File: src/rtl/tc_irq_timer_if.sv
// Bus connection between the CPU bridge (master) and the interrupt timer (slave).
// The irq line is carried here as the slave's output toward the CPU core.
interface tc_irq_timer_if #(
  parameter int DATA_W = 32
);
  logic [1:0]        addr;
  logic              we;
  logic [DATA_W-1:0] wdata;
  logic [DATA_W-1:0] rdata;
  logic              irq;

  modport master (output addr, we, wdata, input rdata, irq);
  modport slave  (input addr, we, wdata, output rdata, irq);
endinterface

File: src/rtl/tc_irq_timer.sv
// Down-counting timer that raises the CPU interrupt line on expiry.
// Registers: CTRL {IM, MODE[1:0], EN}, PRESET, COUNT (read-only); one-shot or auto-reload.
//
//   state  | meaning
//   -------+-----------------------------------------------------------
//   S_IDLE | stopped; COUNT holds, waits for EN
//   S_LOAD | COUNT <= PRESET
//   S_CNT  | counting down while EN; expiry sets irq_flag
//   S_INT  | one-shot: clear EN, back to idle; auto-reload: clear flag, reload
module tc_irq_timer #(
  parameter int DATA_W = 32
) (
  input  logic          clk,
  input  logic          reset,
  tc_irq_timer_if.slave bus
);

  typedef enum logic [1:0] {
    S_IDLE = 2'd0,
    S_LOAD = 2'd1,
    S_CNT  = 2'd2,
    S_INT  = 2'd3
  } state_e;

  localparam logic [1:0] ADDR_CTRL   = 2'b00;
  localparam logic [1:0] ADDR_PRESET = 2'b01;
  localparam logic [1:0] ADDR_COUNT  = 2'b10;

  state_e            state_q, state_d;
  logic [3:0]        ctrl_q, ctrl_d;
  logic [DATA_W-1:0] preset_q, preset_d;
  logic [DATA_W-1:0] count_q, count_d;
  logic              irq_flag_q, irq_flag_d;

  logic en;
  logic auto_reload;
  logic im;

  assign en          = ctrl_q[0];
  assign auto_reload = (ctrl_q[2:1] == 2'b01);
  assign im          = ctrl_q[3];

  always_ff @(posedge clk or negedge reset) begin
    if (!reset) begin
      state_q    <= S_IDLE;
      ctrl_q     <= '0;
      preset_q   <= '0;
      count_q    <= '0;
      irq_flag_q <= 1'b0;
    end else begin
      state_q    <= state_d;
      ctrl_q     <= ctrl_d;
      preset_q   <= preset_d;
      count_q    <= count_d;
      irq_flag_q <= irq_flag_d;
    end
  end

  always_comb begin
    state_d    = state_q;
    ctrl_d     = ctrl_q;
    preset_d   = preset_q;
    count_d    = count_q;
    irq_flag_d = irq_flag_q;

    case (state_q)
      S_IDLE: begin
        if (en) state_d = S_LOAD;
      end
      S_LOAD: begin
        count_d = preset_q;
        state_d = S_CNT;
      end
      S_CNT: begin
        if (!en) begin
          state_d = S_IDLE;
        end else if (count_q > DATA_W'(1)) begin
          count_d = count_q - DATA_W'(1);
        end else begin
          count_d    = '0;
          irq_flag_d = 1'b1;
          state_d    = S_INT;
        end
      end
      S_INT: begin
        if (auto_reload) begin
          irq_flag_d = 1'b0;
          state_d    = S_LOAD;
        end else begin
          ctrl_d[0] = 1'b0;
          state_d   = S_IDLE;
        end
      end
      default: state_d = S_IDLE;
    endcase

    // CPU writes come last so they override the hardware EN clear and flag set.
    if (bus.we) begin
      case (bus.addr)
        ADDR_CTRL: begin
          ctrl_d     = bus.wdata[3:0];
          irq_flag_d = 1'b0;
        end
        ADDR_PRESET: begin
          preset_d   = bus.wdata;
          irq_flag_d = 1'b0;
        end
        default: ;
      endcase
    end
  end

  always_comb begin
    case (bus.addr)
      ADDR_CTRL:   bus.rdata = {{(DATA_W-4){1'b0}}, ctrl_q};
      ADDR_PRESET: bus.rdata = preset_q;
      ADDR_COUNT:  bus.rdata = count_q;
      default:     bus.rdata = '0;
    endcase
  end

  assign bus.irq = im & irq_flag_q;

endmodule
File: src/flat_wrapper.sv
// flat-port wrapper written by rule: the top's interface ports become plain ports
module tc_irq_timer_flat 
#(
  parameter int DATA_W = 32
)
  (clk, reset, bus_addr, bus_we, bus_wdata, bus_rdata, bus_irq);
  tc_irq_timer_if #(.DATA_W(DATA_W)) bus_i ();
  input  logic clk;
  input  logic reset;
  input wire logic [$bits(bus_i.addr)-1:0] bus_addr;
  input wire logic [$bits(bus_i.we)-1:0] bus_we;
  input wire logic [$bits(bus_i.wdata)-1:0] bus_wdata;
  output wire logic [$bits(bus_i.rdata)-1:0] bus_rdata;
  output wire logic [$bits(bus_i.irq)-1:0] bus_irq;
  assign bus_i.addr = bus_addr;
  assign bus_i.we = bus_we;
  assign bus_i.wdata = bus_wdata;
  assign bus_rdata = bus_i.rdata;
  assign bus_irq = bus_i.irq;
  tc_irq_timer #(.DATA_W(DATA_W)) u_core (.clk(clk), .reset(reset), .bus(bus_i));
endmodule
File: config.mk
export PLATFORM = sky130hd
export DESIGN_NAME = tc_irq_timer_flat
export DESIGN_NICKNAME = d
export VERILOG_FILES = /design/src/rtl/tc_irq_timer_if.sv /design/src/rtl/tc_irq_timer.sv /design/src/flat_wrapper.sv
export SDC_FILE = /design/constraint.sdc
export NUM_CORES = 1
export LEC_CHECK = 0
export ABC_AREA = 1
export BUFFER_PORTS_ARGS = -buffer_cell sky130_fd_sc_hd__clkbuf_2
export CAP_MARGIN = 10
export CORE_MARGIN = 3
export CORE_UTILIZATION = 59
export CTS_BUF_LIST = sky130_fd_sc_hd__clkbuf_4
export DETAILED_ROUTE_END_ITERATION = 10
export GPL_ROUTABILITY_DRIVEN = 0
export PLACE_DENSITY = 0.9
export SYNTH_ARGS = -nofsm -noshare
export SYNTH_HDL_FRONTEND = slang
export SYNTH_SLANG_ARGS = --single-unit
File: constraint.sdc
create_clock -name clk -period 2.3 [get_ports clk]
set_input_delay 0.23 -clock clk [delete_from_list [all_inputs] [get_ports clk]]
set_output_delay 0.23 -clock clk [all_outputs]
set_load 0.005 [all_outputs]
==> flow_summary.yaml, run 1 <==
global_routing:
  grt_pass1_vias: 4263
  grt_max_degree: 45
  grt-ovfl-total: 0
  grt_use_total_pct: 28.4
  antenna_found_initial: 0
  grt_pass1_wl_mm: 19.5
synthesis:
  yosys.area.top_type: "dfrtp_1"
  yosys.area_share.simple_pct: 30.0
  synth_cell_types: 36
  syn_area_per_cell_um2: 7.28
  synth_top_family_by_area: "simple AND/OR/NAND/NOR gates"
  synth_mux_area_share_pct: 4.86
  synth-seq-cells: 71
  syn_inst: 604
  yosysSeqAreaShare_pct: 40.4
  synth_nets: 643
  ys_warn_count: 0
  synthAdderAreaFrac_pct: 0.569
  synth_xor_area_share_pct: 3.38
  synth-compound-area-share_pct: 12.5
  netlist.area_leader.share_pct: 40.4
  synth_area_mm2: 0.00440
  synth_area_leaders: "dfrtp_1 (40%), nand2_1 (16%), nor2_1 (7.3%)"
floorplanning:
  start_util_pct: 62.7
  core-area_mm2: 0.00702
  fp.dieW_um: 92.4
  die_area_mm2: 0.00853
  boundaryPins: 70
  row_count: 30
  fp.dieH_um: 92.4
clock_network:
  clockBufferDepth: 2
  cts_root_buf: "clkbuf_4"
  htreeDepth: 3
  worstSkewPairLatency_ns: 0.42
  clk_pin_slew_ns: 0.12
  cts_buffers: 9
  cts_tree: "yes"
  clock-sinks: 71
timing:
  max_clock_freq_ghz: 0.469
  fin_setup_tns_ns: 0
  post-route-period-util_pct: 92.7
  finalHoldViolations: 0
  setup_viol: 0
  finalCriticalPeriod_ns: 2.13
  rsz0062_at_grt: "no"
  slew_headroom_pct: 53.9
  final_max_slew_viol_count: 0
  worst_pin_slew_ns: 0.691
  fin_worst_skew_ns: 0.0132
worst_setup_path:
  required_ns: 2.65
  start_kind: "register"
  cp_max_fo: 19
  path_class: "reg -> reg"
  critPathCaptureType: "register"
  crit_arrival_ns: 2.49
cells_and_area:
  diodes: 0
  finalNetCount: 711
  area_delta_synth_final_pct: 12.6
  fill_cells: 582
  multi_input_area_mm2: 0.00226
  register_area_mm2: 0.00178
  drive_gt1_share_pct: 20.2
run:
  maxCapViolations: 0
min_path:
  min_path_type: "in -> reg"
route:
  drt_pass1_iterations: 5
  wirelength_mm: 11.6
  ant_nets: 0
  vias_per_cell: 5.62
  via_count: 4346
  drt_iter0_drc: 503
  post_drt_wl_per_cell_um: 15.0
  drc_errors: 0
power_and_ir_drop:
  p_per_area_mw_per_mm2: 1080
  vdd_ir_drop_max_mv: 0.655
  p_leak_nw: 2.52
  power_mw: 5.35
placement:
  numPortBuffers: 69
  dpl.hpwl_mm: 8.59
status:
  status: "complete, no violations"
==> area by class of cell <==
class / count / area share, %
Clock buffer: 9 / 1.36
Clock inverter: 7 / 1.29
Inverter: 67 / 5.08
Multi-Input combinational cell: 445 / 45.6
Sequential cell: 71 / 35.9
Tap cell: 96 / 2.43
Timing Repair Buffer: 78 / 8.39
==> placed cells by master (no fill, tap or decap), types with 2 or more instances in the layout <==
cell type / n
nand2_1: 187
nor2_1: 85
dfrtp_1: 71
clkbuf_2: 68
inv_1: 65
o21ai_0: 38
mux2_2: 19
nand3_1: 18
xor2_1: 16
a21oi_1: 15
o22ai_1: 12
a31oi_1: 9
clkbuf_4: 9
nand4_1: 8
buf_4: 8
o21ai_2: 6
nor2_4: 5
nand2_2: 5
o221ai_1: 3
nand2_4: 3
clkinv_1: 3
o21ai_1: 3
o22ai_2: 2
ha_1: 2
clkinv_2: 2
==> layer usage <==
metal,GRT usage [%],part of all wire [%]
met2,47.1,48
met4,13.1,3.3
met5,0,0
met1,36.4,40
met3,4.87,8.5
==> registers in the layout, indices dropped and copies added (netlist names) <==
| register | cells |
|---|---|
| u_core.count_q | 32 |
| u_core.ctrl_q | 4 |
| u_core.irq_flag_q | 1 |
| u_core.preset_q | 32 |
| u_core.state_q | 2 |
==> synth_stat cells, drive strengths merged <==
library cell and number:
a21oi 17, a31oi 9, buf 9, clkbuf 12
clkinv 1, dfrtp 71, ha 2, inv 66
mux2 19, nand2 195, nand3 19, nand3b 1
nand4 8, nor2 91, nor3 2, o211ai 1
o21ai 47, o221ai 3, o22ai 14, xnor2 1
xor2 16
==> repair_timing <==
item,in CTS,in global routing
endpoints found under the hold margin,28,0
hold buffers,1,0
buffers inserted,0,0
gates resized for setup,0,0
==> through the flow <==
stage	worst slack [ns]	std cells	hold WS, ns	utilization (%)	area, um2
2_1_floorplan	0.576	604	-0.0656	-	4400
5_1_grt	0.0481	773	0.0165	70.6	4950
3_5_place_dp	0.264	756	0.306	68.5	4810
4_1_cts	0.237	773	0.0133	70.6	4950
6_report	0.168	773	0.0311	70.6	4950
3_3_place_gp	0.379	756	0.303	68.5	4810
==> path summary, 6_finish.rpt <==
check | startpoint | to | slack, ns | cells past startpoint
max | u_core.count_q[0]$_DFFE_PN0P_ | u_core.count_q[21]$_DFFE_PN0P_ | 0.17 | 11
max reg2reg | u_core.count_q[0]$_DFFE_PN0P_ | u_core.count_q[21]$_DFFE_PN0P_ | 0.17 | 11
min reg2reg | u_core.preset_q[1]$_DFFE_PN0P_ | u_core.preset_q[1]$_DFFE_PN0P_ | 0.51 | 2
min in group asynchronous | reset | u_core.preset_q[18]$_DFFE_PN0P_ | 0.38 | 2
max in group asynchronous | reset | u_core.count_q[19]$_DFFE_PN0P_ | 1.11 | 3
min | bus_wdata[7] | u_core.preset_q[7]$_DFFE_PN0P_ | 0.03 | 2
==> where the power goes <==
group          leakage (nW)  internal (mW)  total [mW]  switching [mW]
combinational          1.60          0.865        2.41            1.55
sequential            0.843           1.65        2.16           0.508
clock                0.0708          0.322       0.773           0.451
==> cells by family after synthesis <==
family / count (synthesis)
and+or+nand+nor: 316
AOI/OAI and AO/OA: 91
buffers and inverters: 88
DFF: 71
muxes: 19
xor gates and xnor gates: 17
adders and majority gates: 2
==> worst max-delay path, cell delays in order (launching register included) <==
cell,delay [ns]
dfrtp_1,0.43
inv_1,0.11
ha_1,0.25
nand2_2,0.14
nor2_4,0.09
nand2_4,0.09
nand2_2,0.09
a21oi_4,0.52
nand3_1,0.14
nand2_1,0.09
nand2_1,0.06
nand2_1,0.08
(Power assumes the default switching activity.)
==> inputs of run 2 (changes only) <==
Settings changed: CORE_UTILIZATION 59 to 28, PLACE_DENSITY 0.9 to 0.52.
==> run 2 against run 1 <==
Effect of this change: non-clock buffer count up 36; sequential cell count unchanged; power up 4.5%; die area up 100%; clock-buffer cell count unchanged; critical path depth up 2; critical endpoint is now u_core.count_q[26]$_DFFE_PN0P_; cell area up 11%.
==> flow_summary.yaml, run 2 (same netlist as run 1, synthesis figures left out) <==
route:
  via_count: 4274
  wirelength_mm: 12.8
  post_drt_wl_per_cell_um: 13.8
  drt_pass1_iterations: 5
  drc_errors: 0
  vias_per_cell: 4.62
  ant_nets: 0
  drt_iter0_drc: 267
clock_network:
  worstSkewPairLatency_ns: 0.46
  clk_pin_slew_ns: 0.12
  cts_buffers: 9
  cts_root_buf: "clkbuf_4"
  htreeDepth: 3
  clockBufferDepth: 2
  cts_tree: "yes"
  clock-sinks: 71
placement:
  dpl.hpwl_mm: 9.66
  placed_area_mm2: 0.00498
  numPortBuffers: 69
  place_ws_ns: 0.246
global_routing:
  grt_pass1_wl_mm: 21.5
  use_met2_pct: 24.6
  grt_max_degree: 72
  global_route.usage.met1_pct: 20.4
  grt-ovfl-total: 0
  grtUsageMet3_pct: 2.91
  gr-max-usage-layer: "met2"
  antenna_found_initial: 1
  grt_pass1_vias: 4232
  grt_use_total_pct: 15.4
cells_and_area:
  design_area_mm2: 0.00551
  finalNetCount: 747
  area_delta_synth_final_pct: 25.3
  mostFrequentLayoutCells: "nand2_1 (187), nor2_1 (85), dfrtp_1 (71)"
  top_regs: "u_core.count_q x32, u_core.preset_q x32, u_core.ctrl_q x4"
  fill_cells: 1679
  drive_gt1_share_pct: 19.8
  layout_commonest_cell: "nand2_1"
worst_setup_path:
  crit_arrival_ns: 2.42
  start_kind: "register"
  required_ns: 2.67
  cp_max_fo: 14
  critPathCaptureType: "register"
  path_class: "reg -> reg"
  rr_worst_depth: 13
floorplanning:
  die_area_mm2: 0.0173
  boundaryPins: 70
  start_util_pct: 28.7
  fp.dieW_um: 131
  fp.dieH_um: 131
  core-area_mm2: 0.0153
  row_count: 45
timing:
  final_max_slew_viol_count: 0
  finalHoldViolations: 0
  rsz0062_at_grt: "no"
  worst_hold_slack_ns: 0.110
  max_clock_freq_ghz: 0.486
  slew_headroom_pct: 56.9
  setup_viol: 0
  fin_worst_skew_ns: 0.0167
  post-route-period-util_pct: 89.4
  finalCriticalPeriod_ns: 2.06
  worst_pin_slew_ns: 0.646
  timing.final.ws_setup_ns: 0.244
  fin_setup_tns_ns: 0
min_path:
  hold_depth: 3
  min_path_type: "in -> reg"
power_and_ir_drop:
  p_per_area_mw_per_mm2: 1010
  p_leak_nw: 2.70
  vdd_ir_drop_max_mv: 0.330
status:
  status: "complete, no violations"
run:
  maxCapViolations: 0
==> run 2: critical path, stage by stage, from the launching register on <==
cell     delay, ns
dfrtp_1       0.44
inv_1         0.13
ha_1          0.22
nand2_2       0.11
nor2_4        0.25
nand2_4       0.09
nand2_2       0.12
nand2_2       0.07
nand2_4       0.21
nor2_1        0.07
nand2_1       0.09
nand2_1       0.05
nand2_1       0.05
nand2_1       0.05
==> run 2: final timing paths <==
path	start	end	slack, ns
max in group asynchronous	reset	u_core.count_q[16]$_DFFE_PN0P_	1.67
worst min-delay path	bus_addr[1]	u_core.irq_flag_q$_DFF_PN0_	0.11
min in group asynchronous	reset	u_core.preset_q[28]$_DFFE_PN0P_	0.31
worst max-delay path	u_core.count_q[0]$_DFFE_PN0P_	u_core.count_q[26]$_DFFE_PN0P_	0.24
worst min register to register	u_core.preset_q[0]$_DFFE_PN0P_	u_core.preset_q[0]$_DFFE_PN0P_	0.51
worst max register to register	u_core.count_q[0]$_DFFE_PN0P_	u_core.count_q[26]$_DFFE_PN0P_	0.24
==> run 2: what timing repair did <==
action	4_1_cts	5_1_grt
endpoints found under the hold margin	106	0
hold buffers	34	0
resized for setup	0	0
setup buffers	0	3
endpoints found under the setup margin	0	1
==> run 2: area by class of cell <==
class	instances	area, um2	area share (%)
clock inverter	7	87.6	1.59
sequential	71	1780	32.2
multi-input combinational	445	2260	40.9
antenna	1	2.50	0.0454
timing repair buffer	114	806	14.6
tap	211	264	4.79
inverter	67	251	4.56
clock buffer	9	67.6	1.23
==> run 2: power by group <==
part | internal, mW | switching (mW) | total (mW)
clock network | 0.433 | 0.488 | 0.921
registers | 1.65 | 0.490 | 2.14
logic | 0.970 | 1.55 | 2.52
==> run 2: metrics by stage <==
| stage | std cells | util, % | total power, mW |
|---|---|---|---|
| 4_1_cts | 921 | 35.8 | 5.60 |
| 5_1_grt | 925 | 36.0 | 6.10 |
| 3_3_place_gp | 871 | 32.5 | 4.56 |
| 3_5_place_dp | 871 | 32.5 | 4.60 |
| 6_report | 925 | 36.0 | 5.59 |
| 2_1_floorplan | 604 | - | 3.83 |
==> run 2: metal layers <==
| metal | wire length (um) | vias to the layer above | share of wire (%) |
|---|---|---|---|
| met5 | 0 | - | 0 |
| met4 | 385 | 0 | 3.0 |
| met3 | 512 | 26 | 4.0 |
| met2 | 5960 | 104 | 47 |
| met1 | 5930 | 2011 | 46 |
| li1 | - | 2133 | - |
==> inputs of run 3 (changes only) <==
Settings changed: ABC_AREA 1 to default, PLACE_DENSITY 0.52 to 0.53.
==> run 3 against run 2 <==
Effect of this change: sequential cell count unchanged; wire length shrank 8.6%; sequential power about the same; worst setup slack got worse by 0.16 ns; clock power shrank 15%; synthesized cell count decreased by 35%; clock skew is 0.0061 ns higher; first-iteration DRC count shrank 20%; critical endpoint is now u_core.count_q[18]$_DFFE_PN0P_.
==> flow_summary.yaml, run 3 <==
status:
  status: "complete, no violations"
global_routing:
  grt_max_degree: 72
  grt-ovfl-total: 0
  grt_use_total_pct: 15.2
  antenna_found_initial: 1
  grt_pass1_vias: 3724
  grt_pass1_wl_mm: 19.3
route:
  via_count: 3711
  wirelength_mm: 11.7
  vias_per_cell: 5.30
  drt_iter0_drc: 213
  ant_nets: 0
  drt_pass1_iterations: 5
  drc_errors: 0
  post_drt_wl_per_cell_um: 16.7
clock_network:
  htreeDepth: 3
  clock-sinks: 71
  clockBufferDepth: 2
  worstSkewPairLatency_ns: 0.46
  cts_tree: "yes"
  cts_buffers: 9
  clk_pin_slew_ns: 0.12
  cts_root_buf: "clkbuf_4"
min_path:
  min_path_type: "in -> reg"
  hold_depth: 2
  hold_start: "bus_wdata[2]"
  min_to: "u_core.preset_q[2]$_DFFE_PN0P_"
cells_and_area:
  top_regs: "u_core.count_q x32, u_core.preset_q x32, u_core.ctrl_q x4"
  fill_cells: 1356
  area_delta_synth_final_pct: 32.5
  finalNetCount: 557
  layout_commonest_cell: "dfrtp_1"
  drive_gt1_share_pct: 33.8
  mostFrequentLayoutCells: "dfrtp_1 (71), clkbuf_2 (68), buf_4 (38)"
floorplanning:
  core-area_mm2: 0.0135
  fp.dieW_um: 125
  boundaryPins: 70
  start_util_pct: 29.2
  die_area_mm2: 0.0156
  fp.dieH_um: 125
  row_count: 42
placement:
  dpl.hpwl_mm: 8.24
  numPortBuffers: 69
timing:
  fin_worst_skew_ns: 0.0227
  final_max_slew_viol_count: 0
  worst_hold_slack_ns: 0.0198
  rsz0062_at_grt: "no"
  fin_setup_tns_ns: 0
  finalHoldViolations: 0
  worst_pin_slew_ns: 0.651
  finalCriticalPeriod_ns: 2.22
  max_clock_freq_ghz: 0.451
  slew_headroom_pct: 56.5
  post-route-period-util_pct: 96.5
  setup_viol: 0
synthesis:
  ys_warn_count: 0
  post-synth-top-count-cell: "dfrtp_1"
  syn_inst: 394
  synth_area_mm2: 0.00395
  synth_edf_count: 0
  async_flop_share_pct: 100
  netlist.area_leader.share_pct: 45.0
  yosys-top-cells-count: "dfrtp_1 (71), mux2_2 (35), nand2_1 (31), a22o_1 (30), o21ai_0 (22)"
  syn_area_per_cell_um2: 10.0
  ys.flop_type: "dfrtp_1"
  synth_nets: 433
  synth_cell_types: 49
  synth-seq-cells: 71
  yosys.area.top_type: "dfrtp_1"
  yosysSeqAreaShare_pct: 45.0
  synth_area_leaders: "dfrtp_1 (45%), mux2_2 (10%), a22o_1 (6.7%)"
worst_setup_path:
  r2r-start: "u_core.count_q[3]$_DFFE_PN0P_"
  cp_max_fo: 5
  critPathCaptureType: "register"
  r2r_setup_slack_ns: 0.08
  path_class: "reg -> reg"
  rr_worst_depth: 5
  worstReg2RegEnd: "u_core.count_q[18]$_DFFE_PN0P_"
  start_kind: "register"
  required_ns: 2.64
  crit_arrival_ns: 2.56
power_and_ir_drop:
  p_leak_nw: 2.29
  p_per_area_mw_per_mm2: 1030
  vdd_ir_drop_max_mv: 0.451
run:
  maxCapViolations: 0
## run 3: changes by cell type in the layout (fill, tap and decap cells not counted), sizes merged, moves of 25 or more
cell	before	now
nand2	195	31
inv	66	16
nor2	91	15
o21ai	47	22
a22o	0	30
buf	12	41
## run 3: timing repair
action                                  CTS  global route
endpoints found under the hold margin   100             2
hold buffers                             30             2
buffers inserted                          0             1
pin swaps                                 0             1
endpoints found under the setup margin    3            25
resized for setup                         1            10
## run 3: layout make-up
cell class / instances / area, um2 / area share (%)
multi-input combinational: 279 / 2050 / 39.2
clock buffer: 10 / 75.1 / 1.44
clock inverter: 6 / 51.3 / 0.981
antenna: 1 / 2.50 / 0.0479
inverter: 16 / 60.1 / 1.15
sequential: 71 / 1780 / 34.0
timing repair buffer: 141 / 991 / 19.0
tap: 176 / 220 / 4.21
## run 3: how the worst max path moves through the flow
| stage | from | end | slack [ns] | cells after the start |
|---|---|---|---|---|
| floorplan | u_core.count_q[0]$_DFFE_PN0P_ | u_core.count_q[28]$_DFFE_PN0P_ | 0.01 | 7 |
| detailed placement | u_core.count_q[1]$_DFFE_PN0P_ | u_core.count_q[28]$_DFFE_PN0P_ | 0.0001 | 7 |
| finish | u_core.count_q[3]$_DFFE_PN0P_ | u_core.count_q[18]$_DFFE_PN0P_ | 0.08 | 5 |
| global route | u_core.count_q[1]$_DFFE_PN0P_ | u_core.count_q[26]$_DFFE_PN0P_ | 0.009 | 8 |
| global placement | u_core.count_q[1]$_DFFE_PN0P_ | u_core.count_q[28]$_DFFE_PN0P_ | 0.08 | 7 |
| CTS | u_core.count_q[1]$_DFFE_PN0P_ | u_core.count_q[28]$_DFFE_PN0P_ | 0.05 | 7 |
## run 3: stage by stage
stage	total power [mW]	std cells	area, um2	setup slack (ns)	util (%)
2_1_floorplan	3.54	394	3950	0.00993	-
3_3_place_gp	4.50	650	4720	0.0825	34.9
3_5_place_dp	4.53	650	4720	0.000108	34.9
4_1_cts	5.38	696	5150	0.0492	38.1
5_1_grt	5.86	700	5230	0.00887	38.7
6_report	5.41	700	5230	0.0814	38.7
## run 3: cell families after synthesis
| family | count (synthesis) | share of synthesized area [%] |
|---|---|---|
| compound gates | 125 | 23.7 |
| fa+ha+maj | 2 | 0.634 |
| buf+inv | 44 | 4.56 |
| flops | 71 | 45.0 |
| mux | 40 | 11.3 |
| simple gates | 112 | 14.8 |
## run 3: where the power goes
part / leakage (nW) / internal [mW] / total (mW) / switching (mW)
Clock: 0.0727 / 0.329 / 0.783 / 0.453
Combinational: 1.35 / 1.18 / 2.52 / 1.33
Sequential: 0.861 / 1.66 / 2.11 / 0.454
Total: 2.29 / 3.17 / 5.41 / 2.24
## run 3: routing by layer
metal  up-vias  share of wire (%)  GRT usage (%)  wire length [um]
li1       1769                  -              -                 -
met1      1833                 44           19.5              5150
met2       102                 49           25.2              5720
met4         0                1.1           4.13               131
met3         7                5.9           4.33               693
met5         -                  0              0                 0
## run 3: worst max-delay path, cell delays in order, from the launching register on
cell     delay [ns]
dfrtp_1        0.40
or3_4          0.42
or4_4          0.57
o31a_1         0.39
a32oi_1        0.22
nand3_1        0.11
